<file path="config.mk">
export PLATFORM = sky130hd
export DESIGN_NAME = hazard_ctrl_gen2
export DESIGN_NICKNAME = d
export VERILOG_FILES = /design/src/rtl/hazard_pkg.sv /design/src/rtl/hazard_fwd_match.sv /design/src/rtl/hazard_ctrl_gen2.sv
export SDC_FILE = /design/constraint.sdc
export NUM_CORES = 1
export LEC_CHECK = 0
export ABC_AREA = 1
export CAP_MARGIN = 20
export CORE_UTILIZATION = 41
export DETAILED_ROUTE_END_ITERATION = 7
export PLACE_DENSITY = 0.8
export SETUP_SLACK_MARGIN = 0.02
export SYNTH_ARGS = -nofsm -noshare
export SYNTH_HDL_FRONTEND = slang
export SYNTH_HIERARCHICAL = 1
export SYNTH_SLANG_ARGS = --single-unit
</file>
<file path="constraint.sdc">
create_clock -name clk -period 2.5 [get_ports clk]
set_input_delay 0.75 -clock clk [delete_from_list [all_inputs] [get_ports clk]]
set_output_delay 0.75 -clock clk [all_outputs]
set_load 0.01 [all_outputs]
</file>
<file path="src/rtl/hazard_pkg.sv">
// Shared constants for the gen2 hazard/forwarding controller.
package hazard_pkg;
  localparam int unsigned FWD_RF     = 0;
  localparam int unsigned DEF_RA_W   = 5;
  localparam int unsigned DEF_MD_LAT = 32;
  localparam int unsigned EX_STG     = 1;
  localparam int unsigned MEM_STG    = 2;
endpackage

</file>
<file path="src/rtl/hazard_fwd_match.sv">
// Per-source priority matcher: lowest (youngest) matching producer stage wins.
module hazard_fwd_match
  import hazard_pkg::*;
#(
  parameter int unsigned RA_W           = DEF_RA_W,
  parameter int unsigned FWD_STAGES     = 2,
  parameter int unsigned LOAD_READY_STG = MEM_STG,
  parameter int unsigned SEL_W          = $clog2(FWD_STAGES + 1)
) (
  input  logic [RA_W-1:0]            src,
  input  logic                       used,
  input  logic [FWD_STAGES*RA_W-1:0] stg_wr,
  input  logic [FWD_STAGES-1:0]      stg_we,
  input  logic [FWD_STAGES-1:0]      stg_ld,
  output logic [SEL_W-1:0]           sel,
  output logic                       ld_hit
);

  logic [RA_W-1:0] dst;
  logic            found;

  always_comb begin
    sel    = SEL_W'(FWD_RF);
    ld_hit = 1'b0;
    found  = 1'b0;
    dst    = '0;
    for (int unsigned k = 1; k <= FWD_STAGES; k++) begin
      dst = stg_wr[k*RA_W-1 -: RA_W];
      if (!found && used && stg_we[k-1] && (dst != '0) && (dst == src)) begin
        found  = 1'b1;
        sel    = SEL_W'(k);
        ld_hit = stg_ld[k-1] && (k < LOAD_READY_STG);
      end
    end
  end

endmodule

</file>
<file path="src/rtl/hazard_ctrl_gen2.sv">
// Hazard/forwarding controller: N-stage forwarding, load-use and mul/div interlock, branch flush.
// Optional HAZARD_STATS_EN adds saturating stall_cnt/fwd_cnt outputs.
module hazard_ctrl_gen2
  import hazard_pkg::*;
#(
  parameter int unsigned RA_W           = DEF_RA_W,
  parameter int unsigned FWD_STAGES     = 2,
  parameter int unsigned LOAD_READY_STG = MEM_STG,
  parameter int unsigned MD_LAT         = DEF_MD_LAT,
  parameter int unsigned SEL_W          = $clog2(FWD_STAGES + 1)
) (
  input  logic                       clk,
  input  logic                       rst,
  input  logic [RA_W-1:0]            r1_id,
  input  logic [RA_W-1:0]            r2_id,
  input  logic                       r1_used,
  input  logic                       r2_used,
  input  logic                       id_valid,
  input  logic                       id_hilo_rd,
  input  logic                       id_md_start,
  input  logic [FWD_STAGES*RA_W-1:0] stg_wr,
  input  logic [FWD_STAGES-1:0]      stg_we,
  input  logic [FWD_STAGES-1:0]      stg_ld,
  input  logic                       br_taken_ex,
  output logic [SEL_W-1:0]           fwd_r1_sel,
  output logic [SEL_W-1:0]           fwd_r2_sel,
  output logic                       lock_if,
  output logic                       lock_id,
  output logic                       bubble_ex,
  output logic                       flush_id,
`ifdef HAZARD_STATS_EN
  output logic [31:0]                stall_cnt,
  output logic [31:0]                fwd_cnt,
`endif
  output logic                       md_busy
);

  localparam int unsigned MD_W = $clog2(MD_LAT + 1);

  logic            r1_ld_hit;
  logic            r2_ld_hit;
  logic            ld_stall;
  logic            md_stall;
  logic            stall;
  logic            md_load;
  logic [MD_W-1:0] md_cnt;

  hazard_fwd_match #(
    .RA_W          (RA_W),
    .FWD_STAGES    (FWD_STAGES),
    .LOAD_READY_STG(LOAD_READY_STG),
    .SEL_W         (SEL_W)
  ) u_match_r1 (
    .src   (r1_id),
    .used  (r1_used),
    .stg_wr(stg_wr),
    .stg_we(stg_we),
    .stg_ld(stg_ld),
    .sel   (fwd_r1_sel),
    .ld_hit(r1_ld_hit)
  );

  hazard_fwd_match #(
    .RA_W          (RA_W),
    .FWD_STAGES    (FWD_STAGES),
    .LOAD_READY_STG(LOAD_READY_STG),
    .SEL_W         (SEL_W)
  ) u_match_r2 (
    .src   (r2_id),
    .used  (r2_used),
    .stg_wr(stg_wr),
    .stg_we(stg_we),
    .stg_ld(stg_ld),
    .sel   (fwd_r2_sel),
    .ld_hit(r2_ld_hit)
  );

  // Stall uses the current counter value, so the cycle it reaches 0 still interlocks.
  always_comb begin
    md_busy   = (md_cnt != '0);
    ld_stall  = r1_ld_hit | r2_ld_hit;
    md_stall  = id_valid & md_busy & (id_hilo_rd | id_md_start);
    stall     = id_valid & (ld_stall | md_stall);
    lock_if   = stall & ~br_taken_ex;
    lock_id   = stall & ~br_taken_ex;
    bubble_ex = stall | br_taken_ex;
    flush_id  = br_taken_ex;
    md_load   = id_md_start & id_valid & ~stall & ~br_taken_ex;
  end

  always_ff @(posedge clk) begin
    if (rst)               md_cnt <= '0;
    else if (md_load)      md_cnt <= MD_W'(MD_LAT);
    else if (md_cnt != '0) md_cnt <= md_cnt - 1'b1;
  end

`ifdef HAZARD_STATS_EN
  always_ff @(posedge clk) begin
    if (rst) begin
      stall_cnt <= '0;
      fwd_cnt   <= '0;
    end else begin
      if (lock_id && (stall_cnt != '1))
        stall_cnt <= stall_cnt + 1'b1;
      if (((fwd_r1_sel != '0) || (fwd_r2_sel != '0)) && !stall && (fwd_cnt != '1))
        fwd_cnt <= fwd_cnt + 1'b1;
    end
  end
`endif

endmodule

</file>
# After elaboration in Yosys (flattened, before gate mapping)
# Index checks and enable logic that the tools add are counted.
[word_totals]
ff_bits = 6
latch_bits = 0
mem_bits_rw = 0
romBits = 0
input_bits = 32
output_inout_bits = 9
word_cells = 53
mem_count = 0
[classes]
add_sub_neg = 1
n_mul = 0
div_mod_pow = 0
order_cmp = 0
n_eq_ne = 4
shift = 0
muxes = 12
n_bitwise = 13
reduce_logical = 21
[op_table]
columns = ["cell", "n"]
rows = [
  ["5-bit equality test", 4],
  ["1-bit logical AND", 14],
  ["6-bit two-way mux", 2],
  ["5-bit nonzero test", 2],
  ["1-bit two-way mux", 8],
  ["1-bit AND", 7],
  ["6-bit nonzero test", 1],
  ["6-bit by 1-bit subtractor with 6-bit output, second input constant", 1],
  ["2-bit two-way mux", 2],
  ["1-bit OR", 4],
  ["1-bit logical NOT", 2],
  ["1-bit NOT", 2],
  ["2-bit nonzero test", 1],
  ["2-bit OR reduction", 1],
]

# Longest topological paths before layout
# Gate-level depths: netlist of the first run.
[depth]
depth_word = 17
mapped_depth = 12
depth_no_buf = 12

# Hierarchy
# The synthesis of the first run kept the hierarchy.
[by_module_without_submodules]
columns = ["mod", "instances", "cells_each", "area_per_inst_um2", "seq_area_each_um2"]
rows = [
  ["hazard_fwd_match", 2, 60, 239.0, 0.0],
  ["hazard_ctrl_gen2", 1, 53, 415.4, 120.1],
]

# Least setup slack after synthesis of the first run
# Ideal clock, no wire load.
[synth_path]
path_kind = "in2out"
start = "input port r2_id[0]"
end = "output port lock_if"
arrival_ns = 1.763
required_ns = 1.750
setup_slack_ns = -0.013
cell_stages = 11
n_path_buf = 1
path_cell_list = "inv_1 > nand2_1 > nand2_1 > nor2_1 > nand3_1 > nor3_1 > nor2_1 > nand2_2 > nand2_4 > nor2_1 > buf_4"
[synth_between]
elab_chain_len = 13
elab_cells_between_ends = 15
classes_between = "eq/ne (2); mux (3); bitwise (4); reduce/logical (6)"
[synth_lines]
columns = ["element", "line_no", "source"]
rows = [
  ["start, declared", "hazard_ctrl_gen2.sv:15", "input logic [RA_W-1:0] r2_id,"],
  ["5-bit equality test", "hazard_fwd_match.sv:29", "if (!found && used && stg_we[k-1] && (dst != '0) && (dst == src)) begin"],
  ["1-bit logical AND", "hazard_fwd_match.sv:29", ""],
  ["1-bit two-way mux", "hazard_fwd_match.sv:29", ""],
  ["1-bit logical NOT", "hazard_fwd_match.sv:29", ""],
  ["1-bit logical AND (4 in series)", "hazard_fwd_match.sv:29", ""],
  ["1-bit two-way mux *", "hazard_fwd_match.sv:29", ""],
  ["via r2_ld_hit", "hazard_ctrl_gen2.sv:41", "logic r2_ld_hit;"],
  ["1-bit OR *", "hazard_ctrl_gen2.sv:81", "ld_stall = r1_ld_hit | r2_ld_hit;"],
  ["1-bit OR *", "hazard_ctrl_gen2.sv:83", "stall = id_valid & (ld_stall | md_stall);"],
  ["1-bit AND *", "hazard_ctrl_gen2.sv:83", ""],
  ["1-bit AND *", "-", ""],
  ["end, declared", "hazard_ctrl_gen2.sv:27", "output logic lock_if,"],
]
# Mark *: on every way through the listed nets, which the timed path passes. The rest lies on a longest branch.

# Worst setup path after layout of the first run
[layout_path]
start = "input port stg_wr[3]"
end = "output port bubble_ex"
[layout_between]
elab_chain_len = 14
elab_cells_between_ends = 27
classes_between = "eq/ne (2); mux (6); bitwise (4); reduce/logical (15)"
[layout_lines]
columns = ["element", "line_no", "source"]
rows = [
  ["start, declared", "hazard_ctrl_gen2.sv:21", "input logic [FWD_STAGES*RA_W-1:0] stg_wr,"],
  ["5-bit nonzero test", "hazard_fwd_match.sv:29", ""],
  ["1-bit logical AND", "hazard_fwd_match.sv:29", ""],
  ["1-bit logical AND *", "hazard_fwd_match.sv:29", ""],
  ["1-bit two-way mux", "hazard_fwd_match.sv:29", ""],
  ["1-bit logical NOT", "hazard_fwd_match.sv:29", ""],
  ["1-bit logical AND (4 in series)", "hazard_fwd_match.sv:29", ""],
  ["1-bit two-way mux *", "hazard_fwd_match.sv:29", ""],
  ["via r2_ld_hit", "hazard_ctrl_gen2.sv:41", ""],
  ["1-bit OR *", "hazard_ctrl_gen2.sv:81", ""],
  ["1-bit OR *", "hazard_ctrl_gen2.sv:83", ""],
  ["1-bit AND *", "hazard_ctrl_gen2.sv:83", ""],
  ["1-bit OR *", "hazard_ctrl_gen2.sv:86", "bubble_ex = stall | br_taken_ex;"],
  ["end, declared", "hazard_ctrl_gen2.sv:29", "output logic bubble_ex,"],
]
# Marks and branches as above.

==> impl_metrics.prom, run 1 <==
# TYPE chip_impl_metric gauge
chip_impl_metric{name="yosysWarnings",unit=""} 6
chip_impl_metric{name="initial_core_util",unit=""} 0.4463
chip_impl_metric{name="std_cell_rows",unit=""} 16
chip_impl_metric{name="route.antenna.remaining_nets",unit=""} 0
chip_impl_metric{name="intPower",unit="W"} 0.0004835
chip_impl_metric{name="final_hold_viol_count",unit=""} 0
chip_impl_metric{name="avgViaCountPerCell",unit=""} 4.656
chip_impl_metric{name="power.share.sequential",unit=""} 0.194
chip_impl_metric{name="r2r_slack",unit="ps"} 1030
chip_impl_metric{name="worst-slew-pin-transition",unit="ps"} 234.1
chip_impl_metric{name="finalWeightedCongestion",unit=""} 0.9303
chip_impl_metric{name="finish.net_count",unit=""} 268
chip_impl_metric{name="total_leakage_power",unit="nW"} 0.8774
chip_impl_metric{name="grt.overflow.total",unit=""} 0
chip_impl_info{name="worst_setup_path_end_kind",value="output port"} 1
chip_impl_metric{name="post-route-worst-setup-slack",unit="ps"} -121.8
chip_impl_metric{name="switchingPower",unit="W"} 0.0004170
chip_impl_metric{name="numPlacedInstances",unit=""} 256
chip_impl_metric{name="io_pins",unit=""} 41
chip_impl_metric{name="synth_edf_count",unit=""} 0
chip_impl_metric{name="p_sw_frac",unit=""} 0.4631
chip_impl_metric{name="die_y",unit="microns"} 48.68
chip_impl_metric{name="clock.fmax",unit="MHz"} 381.4
chip_impl_metric{name="max_slew_margin",unit=""} 0.8427
chip_impl_metric{name="worst_ep_required_time",unit="ps"} 1750
chip_impl_metric{name="antenna_cells",unit=""} 0
chip_impl_info{name="yosys-top-cells-area",value="sky130_fd_sc_hd__nand2_1 (24%), sky130_fd_sc_hd__inv_1 (16%), sky130_fd_sc_hd__dfxtp_1 (13%), sky130_fd_sc_hd__nor2_1 (13%), sky130_fd_sc_hd__nand3_1 (5.0%)"} 1
chip_impl_metric{name="finalMaxSlewViolations",unit=""} 0
chip_impl_info{name="tritoncts",value="yes"} 1
chip_impl_metric{name="clock_sink_count",unit=""} 6
chip_impl_metric{name="grt_pass1_vias",unit=""} 1141
chip_impl_info{name="clock_tree.root_cell",value="sky130_fd_sc_hd__clkbuf_4"} 1
chip_impl_info{name="synth_most_common_cell",value="sky130_fd_sc_hd__nand2_1"} 1
chip_impl_info{name="worst_setup_path_start_kind",value="primary input"} 1
chip_impl_metric{name="htreeDepth",unit=""} 1
chip_impl_metric{name="seq_area_frac_synth",unit=""} 0.1345
chip_impl_metric{name="synth-seq-cells",unit=""} 6
chip_impl_metric{name="synth.cell_area",unit="sq um"} 893.4
chip_impl_metric{name="grt_max_degree",unit=""} 7
chip_impl_metric{name="tcrit_tclk_final",unit=""} 1.049
chip_impl_info{name="synth_top_flop_cell",value="sky130_fd_sc_hd__dfxtp_1"} 1
chip_impl_metric{name="holdBufCountCts",unit=""} 0
chip_impl_metric{name="timing.critical_path.arrival",unit="ps"} 1870
chip_impl_info{name="regMostFlops",value="md_cnt"} 1
chip_impl_metric{name="postSynth.asyncResetShare",unit=""} 0
chip_impl_metric{name="powerDensity",unit="nW/um^2"} 578.5
chip_impl_metric{name="postLayoutCoreUtil",unit=""} 0.7775
chip_impl_metric{name="largest_reg_flops",unit=""} 6
chip_impl_metric{name="starting_drc_count_in_detailed_routing",unit=""} 38
chip_impl_metric{name="routed_wl",unit="mm"} 3.043
chip_impl_metric{name="synth.lib_cells_used.distinct",unit=""} 21
chip_impl_metric{name="final-instance-count-excl-fill",unit=""} 259
chip_impl_info{name="largest_registers",value="md_cnt: 6 flops"} 1
chip_impl_metric{name="layout-drive-gt1-share",unit=""} 0.4138
chip_impl_metric{name="post_synth.cell_area_avg",unit="sq um"} 5.164
chip_impl_info{name="criticalPathCategory",value="primary input to output port"} 1
chip_impl_metric{name="clkTransAtPathRegs",unit="ps"} 50
chip_impl_metric{name="core_area",unit="sq um"} 2002
chip_impl_metric{name="critPathMaxFanout",unit=""} 5
chip_impl_metric{name="gr-usage-all-layers",unit=""} 0.2617
chip_impl_metric{name="clkPwrFrac",unit=""} 0.106
chip_impl_metric{name="initial_antenna_violation_count",unit=""} 0
chip_impl_metric{name="final.fill_count",unit=""} 166
chip_impl_info{name="synth_largest_area_cell",value="sky130_fd_sc_hd__nand2_1"} 1
chip_impl_metric{name="detailed_place_hpwl",unit="mm"} 2.318
chip_impl_metric{name="place_ws",unit="ps"} -931.6
chip_impl_metric{name="synth_top_area_share",unit=""} 0.2437
chip_impl_metric{name="maxCapViolCount",unit=""} 0
chip_impl_metric{name="postSynthNetCount",unit=""} 207
chip_impl_metric{name="worst_ir_drop_vdd",unit="uV"} 705.9
chip_impl_metric{name="clock_insertion_delay_worst_skew",unit="ps"} 260
chip_impl_metric{name="numCtsBuffers",unit=""} 3
chip_impl_metric{name="cts-root-to-sink-buffers",unit=""} 2
chip_impl_metric{name="die-area",unit="sq um"} 2370
chip_impl_info{name="holdCritPathClass",value="flop to flop"} 1
chip_impl_info{name="result_of_the_run",value="finished, violations left"} 1
chip_impl_metric{name="fp.dieW",unit="microns"} 48.68
chip_impl_metric{name="firstDrtPassIters",unit=""} 4
chip_impl_metric{name="detail_route.wl_per_cell",unit="microns"} 11.75
chip_impl_info{name="violated_checks",value="negative setup slack"} 1
chip_impl_metric{name="finalSetupViolations",unit=""} 3
chip_impl_info{name="rsz_0062_raised_after_global_routing",value="yes"} 1
chip_impl_metric{name="count_of_buffers_from_port_buffering",unit=""} 39
chip_impl_metric{name="drc",unit=""} 0
chip_impl_metric{name="num_vias",unit=""} 1206
chip_impl_metric{name="grt_pass1_wl",unit="mm"} 4.747
chip_impl_metric{name="finalClockSkew",unit="ps"} 2.384
chip_impl_metric{name="syn2layout_area_growth",unit="%"} 74.23
chip_impl_metric{name="timing.final.crit_period",unit="ps"} 2622
chip_impl_metric{name="post_synth_inst_count",unit=""} 173
chip_impl_info{name="post_synth_most_frequent_cells",value="sky130_fd_sc_hd__nand2_1 (58), sky130_fd_sc_hd__inv_1 (38), sky130_fd_sc_hd__nor2_1 (30)"} 1
chip_impl_metric{name="combinationalPowerShare",unit=""} 0.700
## cell families (layout without fill, tap and decap cells)
logic type	Yosys count	count (layout)	share of synthesized area
DFF	6	6	0.1345
and+or+nand+nor	115	115	0.5840
AOI/OAI and AO/OA	7	7	0.04622
adders and majority gates	2	2	0.02801
xor gates and xnor gates	2	2	0.01961
muxes	1	1	0.01120
buffers and inverters	40	99	0.1765
## worst paths after layout
check / startpoint / end / cells after the start
worst max-delay path: stg_wr[3] / bubble_ex / 11
worst min-delay path: md_cnt[3]$_SDFFE_PP0P_ / md_cnt[3]$_SDFFE_PP0P_ / 2
worst max register to register: md_cnt[0]$_SDFFE_PP0P_ / md_cnt[2]$_SDFFE_PP0P_ / 10
worst min register to register: md_cnt[3]$_SDFFE_PP0P_ / md_cnt[3]$_SDFFE_PP0P_ / 2
## layer usage
layer | share of wire | global-route usage | vias up | wire length, microns
li1 | - | - | 633 | -
met1 | 0.44 | 0.3067 | 532 | 1343
met2 | 0.51 | 0.4630 | 36 | 1554
met3 | 0.038 | 0.05660 | 5 | 117
met4 | 0.0089 | 0.09314 | 0 | 27
met5 | 0 | 0 | - | 0
## timing repair
action | 4_1_cts | 5_1_grt
gates resized for setup | 137 | 34
buffers inserted | 1 | 0
pin swaps | 20 | 22
endpoints found under the setup margin | 8 | 8
gates cloned | 0 | 0
## layout make-up
cell class,count,area (sq um),share of cell area
well taps,27,33.78,0.02170
inverters,38,142.6,0.09164
multi-input cells,127,719.4,0.4622
repair buffers,58,518.0,0.3328
clock buffers,3,22.52,0.01447
flip-flops and latches,6,120.1,0.07717
## power groups by stage
stage / combinational [W] / clock (W) / sequential (W)
global placement: 0.000563 / 0 / 0.000172
floorplan: 0.000375 / 0 / 0.000168
finish: 0.000630 / 0.0000956 / 0.000174
CTS: 0.000583 / 0.0000971 / 0.000173
global route: 0.000695 / 0.000101 / 0.000181
detailed placement: 0.000586 / 0 / 0.000175
## critical path, stage by stage
cell	delay [ps]
sky130_fd_sc_hd__buf_8	100
sky130_fd_sc_hd__buf_6	110
sky130_fd_sc_hd__nor2_4	80
sky130_fd_sc_hd__nand3_2	100
sky130_fd_sc_hd__a21oi_4	180
sky130_fd_sc_hd__nor3_4	60
sky130_fd_sc_hd__nor2_2	130
sky130_fd_sc_hd__nand2_2	90
sky130_fd_sc_hd__nand2_4	80
sky130_fd_sc_hd__nand2_2	50
sky130_fd_sc_hd__buf_6	110
## through the flow
| stage | instance area, sq um | setup TNS [ps] | power, W | hold WS, ps |
|---|---|---|---|---|
| after floorplan | 895.9 | 0 | 0.0005436 | 535.6 |
| after global placement | 1448 | -5765 | 0.0007345 | 553.2 |
| after detailed placement | 1448 | -6099 | 0.0007613 | 553.8 |
| after CTS | 1466 | -295.0 | 0.0008536 | 558.8 |
| after global routing | 1556 | -554.9 | 0.0009761 | 603.2 |
| final | 1556 | -362.9 | 0.0009005 | 563.0 |
## cells in the final DEF (no fill, tap or decap), types with 2 or more instances in the layout
| cell | n |
|---|---|
| sky130_fd_sc_hd__inv_2 | 16 |
| sky130_fd_sc_hd__xor2_1 | 2 |
| sky130_fd_sc_hd__dlygate4sd2_1 | 6 |
| sky130_fd_sc_hd__nand2_4 | 2 |
| sky130_fd_sc_hd__clkdlybuf4s50_1 | 6 |
| sky130_fd_sc_hd__nor2_1 | 20 |
| sky130_fd_sc_hd__nand3_2 | 4 |
| sky130_fd_sc_hd__clkbuf_4 | 3 |
| sky130_fd_sc_hd__buf_4 | 18 |
| sky130_fd_sc_hd__nand3_4 | 2 |
| sky130_fd_sc_hd__nor2_2 | 9 |
| sky130_fd_sc_hd__nand2_2 | 4 |
| sky130_fd_sc_hd__buf_8 | 2 |
| sky130_fd_sc_hd__dfxtp_1 | 6 |
| sky130_fd_sc_hd__nand3_1 | 5 |
| sky130_fd_sc_hd__buf_6 | 15 |
| sky130_fd_sc_hd__clkbuf_2 | 3 |
| sky130_fd_sc_hd__nand2_1 | 56 |
| sky130_fd_sc_hd__a21oi_1 | 2 |
| sky130_fd_sc_hd__nand4_1 | 4 |
| sky130_fd_sc_hd__inv_1 | 22 |
| sky130_fd_sc_hd__nor2_4 | 5 |
| sky130_fd_sc_hd__buf_2 | 5 |
| sky130_fd_sc_hd__clkdlybuf4s15_1 | 2 |
| sky130_fd_sc_hd__a21oi_2 | 2 |
No activity file was read; power rests on OpenSTA's default activity.
==> run 2, diff against run 1 <==
CORE_UTILIZATION = 44   (was 41)
MAX_ROUTING_LAYER = met4   (was default)
PLACE_DENSITY = 0.85   (was 0.8)
SKIP_CTS_REPAIR_TIMING = 1   (was default)
clock period = 3.2 ns   (was 2.5 ns; I/O delays follow)
==> run 2 against run 1 <==
Compared with the run above: the flow now finishes without violations; power down 29%; highest routed layer unchanged; global-route usage increased by 0.051 points; combinational power decreased by 31%; setup slack gained 190 ps; critical path type unchanged; hold slack improved by 20 ps; non-clock buffer count shrank 3; utilization up 3.7 points; wire length shrank 6.2%; count of clock-buffer cells in the layout unchanged; clock power down 24%.
==> impl_metrics.prom, run 2 (synthesized netlist as in run 1, its figures left out) <==
# TYPE chip_impl_metric gauge
chip_impl_info{name="result_of_the_run",value="completed"} 1
chip_impl_metric{name="num_vias",unit=""} 1209
chip_impl_info{name="min_delay_src",value="md_cnt[3]$_SDFFE_PP0P_"} 1
chip_impl_metric{name="crit_path_largest_cell_delay",unit="ps"} 190
chip_impl_metric{name="htreeDepth",unit=""} 1
chip_impl_metric{name="power.share.sequential",unit=""} 0.210
chip_impl_metric{name="die-area",unit="sq um"} 2215
chip_impl_info{name="most_common_cell_after_layout_fill_and_taps_aside",value="sky130_fd_sc_hd__nand2_1"} 1
chip_impl_metric{name="clkTransAtPathRegs",unit="ps"} 40
chip_impl_info{name="regMostFlops",value="md_cnt"} 1
chip_impl_info{name="worst_setup_path_end_kind",value="output port"} 1
chip_impl_metric{name="critPathMaxFanout",unit=""} 3
chip_impl_metric{name="gr-usage-all-layers",unit=""} 0.2622
chip_impl_metric{name="numCtsBuffers",unit=""} 3
chip_impl_info{name="clock_tree.root_cell",value="sky130_fd_sc_hd__clkbuf_4"} 1
chip_impl_metric{name="wl_met1",unit="mm"} 1.169
chip_impl_metric{name="antenna_cells",unit=""} 0
chip_impl_metric{name="area.sequential",unit="sq um"} 120.1
chip_impl_metric{name="cts-root-to-sink-buffers",unit=""} 2
chip_impl_metric{name="timing.critical_path.arrival",unit="ps"} 2170
chip_impl_metric{name="grt_pass1_wl",unit="mm"} 3.995
chip_impl_metric{name="drc",unit=""} 0
chip_impl_info{name="critical-path-top-delay-family",value="simple AND/OR/NAND/NOR gates"} 1
chip_impl_metric{name="grt_pass1_vias",unit=""} 1039
chip_impl_metric{name="post-route-worst-setup-slack",unit="ps"} 68.10
chip_impl_metric{name="io_pins",unit=""} 41
chip_impl_metric{name="p_total",unit="W"} 0.0006415
chip_impl_info{name="largest_registers",value="md_cnt: 6 flops"} 1
chip_impl_metric{name="tcrit_tclk_final",unit=""} 0.9787
chip_impl_metric{name="routed_wl",unit="mm"} 2.853
chip_impl_metric{name="total_leakage_power",unit="nW"} 1.015
chip_impl_metric{name="worst-r2r-cell-count",unit=""} 10
chip_impl_metric{name="initial_antenna_violation_count",unit=""} 0
chip_impl_metric{name="finalWeightedCongestion",unit=""} 1.002
chip_impl_metric{name="starting_drc_count_in_detailed_routing",unit=""} 33
chip_impl_metric{name="timing.final.crit_period",unit="ps"} 3132
chip_impl_info{name="tritoncts",value="yes"} 1
chip_impl_info{name="criticalPathCategory",value="primary input to output port"} 1
chip_impl_info{name="cp_slowest_cell",value="sky130_fd_sc_hd__nor3_2"} 1
chip_impl_metric{name="switchingPower",unit="W"} 0.0002939
chip_impl_metric{name="grt.overflow.total",unit=""} 0
chip_impl_info{name="min_delay_worst_endpoint",value="md_cnt[3]$_SDFFE_PP0P_"} 1
chip_impl_metric{name="initial_core_util",unit=""} 0.4907
chip_impl_metric{name="std_cell_rows",unit=""} 15
chip_impl_metric{name="met2WireLength",unit="mm"} 1.445
chip_impl_metric{name="combinationalPowerShare",unit=""} 0.677
chip_impl_info{name="r2r_end",value="md_cnt[0]$_SDFFE_PP0P_"} 1
chip_impl_info{name="worst_setup_path_start_kind",value="primary input"} 1
chip_impl_metric{name="firstDrtPassIters",unit=""} 4
chip_impl_metric{name="powerDensity",unit="nW/um^2"} 432.7
chip_impl_metric{name="layout-drive-gt1-share",unit=""} 0.2489
chip_impl_metric{name="detail_route.wl_per_cell",unit="microns"} 11.23
chip_impl_metric{name="clock_insertion_delay_worst_skew",unit="ps"} 250
chip_impl_metric{name="clock.fmax",unit="MHz"} 319.3
chip_impl_metric{name="finalClockSkew",unit="ps"} 5.927
chip_impl_metric{name="clkPwrFrac",unit=""} 0.113
chip_impl_metric{name="p_sw_frac",unit=""} 0.4581
chip_impl_info{name="holdCritPathClass",value="flop to flop"} 1
chip_impl_metric{name="intPower",unit="W"} 0.0003477
chip_impl_metric{name="holdPathStages",unit=""} 2
chip_impl_info{name="route.top_layer_used",value="met4"} 1
chip_impl_metric{name="core_area",unit="sq um"} 1821
chip_impl_metric{name="avgViaCountPerCell",unit=""} 4.760
chip_impl_metric{name="finalSetupViolations",unit=""} 0
chip_impl_metric{name="max_slew_margin",unit=""} 0.8212
chip_impl_metric{name="worst-slew-pin-transition",unit="ps"} 266.2
chip_impl_metric{name="detailed_place_hpwl",unit="mm"} 2.163
chip_impl_metric{name="fp.dieW",unit="microns"} 47.06
chip_impl_metric{name="route.antenna.remaining_nets",unit=""} 0
chip_impl_info{name="crit_path_cell_trace",value="dlymetal6s2s_1, inv_1, nand2_1, nand2_1, nor2_2, nand3_2, nor3_2, nor2_1, nand2_2, nand2_4, nor2_2, buf_2"} 1
chip_impl_metric{name="route.met3.wl",unit="microns"} 207
chip_impl_metric{name="finalSetupTns",unit="ps"} 0
chip_impl_info{name="reg_to_reg_start",value="md_cnt[0]$_SDFFE_PP0P_"} 1
chip_impl_metric{name="syn2layout_area_growth",unit="%"} 65.97
chip_impl_metric{name="worst_ep_required_time",unit="ps"} 2240
chip_impl_metric{name="worst_ir_drop_vdd",unit="uV"} 397.7
chip_impl_metric{name="maxCapViolCount",unit=""} 0
chip_impl_info{name="mostFrequentLayoutCells",value="sky130_fd_sc_hd__nand2_1 (58), sky130_fd_sc_hd__inv_1 (35), sky130_fd_sc_hd__nor2_1 (24)"} 1
chip_impl_metric{name="die_y",unit="microns"} 47.06
chip_impl_metric{name="multiInputGateArea",unit="sq um"} 658.1
chip_impl_metric{name="finalMaxSlewViolations",unit=""} 0
chip_impl_metric{name="place_ws",unit="ps"} -829.9
chip_impl_metric{name="grt_max_degree",unit=""} 8
chip_impl_metric{name="largest_reg_flops",unit=""} 6
chip_impl_metric{name="r2r_slack",unit="ps"} 1730
chip_impl_metric{name="postLayoutCoreUtil",unit=""} 0.8144
chip_impl_metric{name="critical_path.n_buffers_inverters",unit=""} 3
chip_impl_metric{name="final.fill_count",unit=""} 122
chip_impl_metric{name="finish.net_count",unit=""} 265
chip_impl_metric{name="clock_sink_count",unit=""} 6
chip_impl_metric{name="count_of_buffers_from_port_buffering",unit=""} 39
chip_impl_metric{name="final_hold_viol_count",unit=""} 0
run 2: cell types whose count changed in the layout (fill, tap and decap cells not counted), sizes merged:
| cell | delta |
|---|---|
| dlygate4sd2 | -6 |
| clkdlybuf4s50 | +3 |
| buf | -21 |
| clkdlybuf4s15 | -3 |
| clkbuf | +5 |
| dlymetal6s2s | +19 |
run 2: final cells by class:
cell class | instances | share of cell area
multi-input cells | 127 | 0.4439
well taps | 25 | 0.02110
clock buffers | 3 | 0.01519
inverters | 38 | 0.09620
flip-flops and latches | 6 | 0.08101
repair buffers | 55 | 0.3426
run 2: layer usage:
| layer | vias up | GRT usage |
|---|---|---|
| met5 | - | - |
| met4 | 0 | 0.05143 |
| met3 | 4 | 0.06154 |
| met2 | 51 | 0.4639 |
| met1 | 530 | 0.2998 |
| li1 | 624 | - |
run 2: power groups by stage:
stage / sequential, W / clock [W] / combinational [W]
final: 0.000135 / 0.0000723 / 0.000434
after global routing: 0.000140 / 0.0000800 / 0.000473
after CTS: 0.000135 / 0.0000737 / 0.000441
after detailed placement: 0.000136 / 0 / 0.000436
after global placement: 0.000134 / 0 / 0.000416
after floorplan: 0.000131 / 0 / 0.000292
run 2: worst max-delay path by stage:
stage	start	endpoint	slack [ps]	cells past startpoint
global route	r2_id[1]	lock_if	-70	12
floorplan	r2_id[0]	lock_if	270	11
global placement	stg_wr[3]	lock_if	-770	12
CTS	stg_wr[3]	lock_id	-830	12
finish	r2_id[1]	lock_if	70	12
detailed placement	stg_wr[3]	lock_id	-830	12
run 2: per-stage QoR:
step / cell area [sq um] / hold WS (ps) / instances
floorplan: 893.4 / 535.6 / 173
global placement: 1405 / 553.8 / 249
detailed placement: 1405 / 573.9 / 249
CTS: 1428 / 580.9 / 252
global route: 1483 / 608.6 / 254
finish: 1483 / 582.8 / 254
run 2: worst min-delay path: stages, from the launching register on:
cell and delay, ps:
sky130_fd_sc_hd__dfxtp_1 340, sky130_fd_sc_hd__a21oi_1 140, sky130_fd_sc_hd__nor2_1 50
==> run 3, diff against run 2 <==
SLEW_MARGIN = 25   (was default)
==> results of run 3 <==
Same layout as run 2: the final DEF is identical, and so are final timing and power.
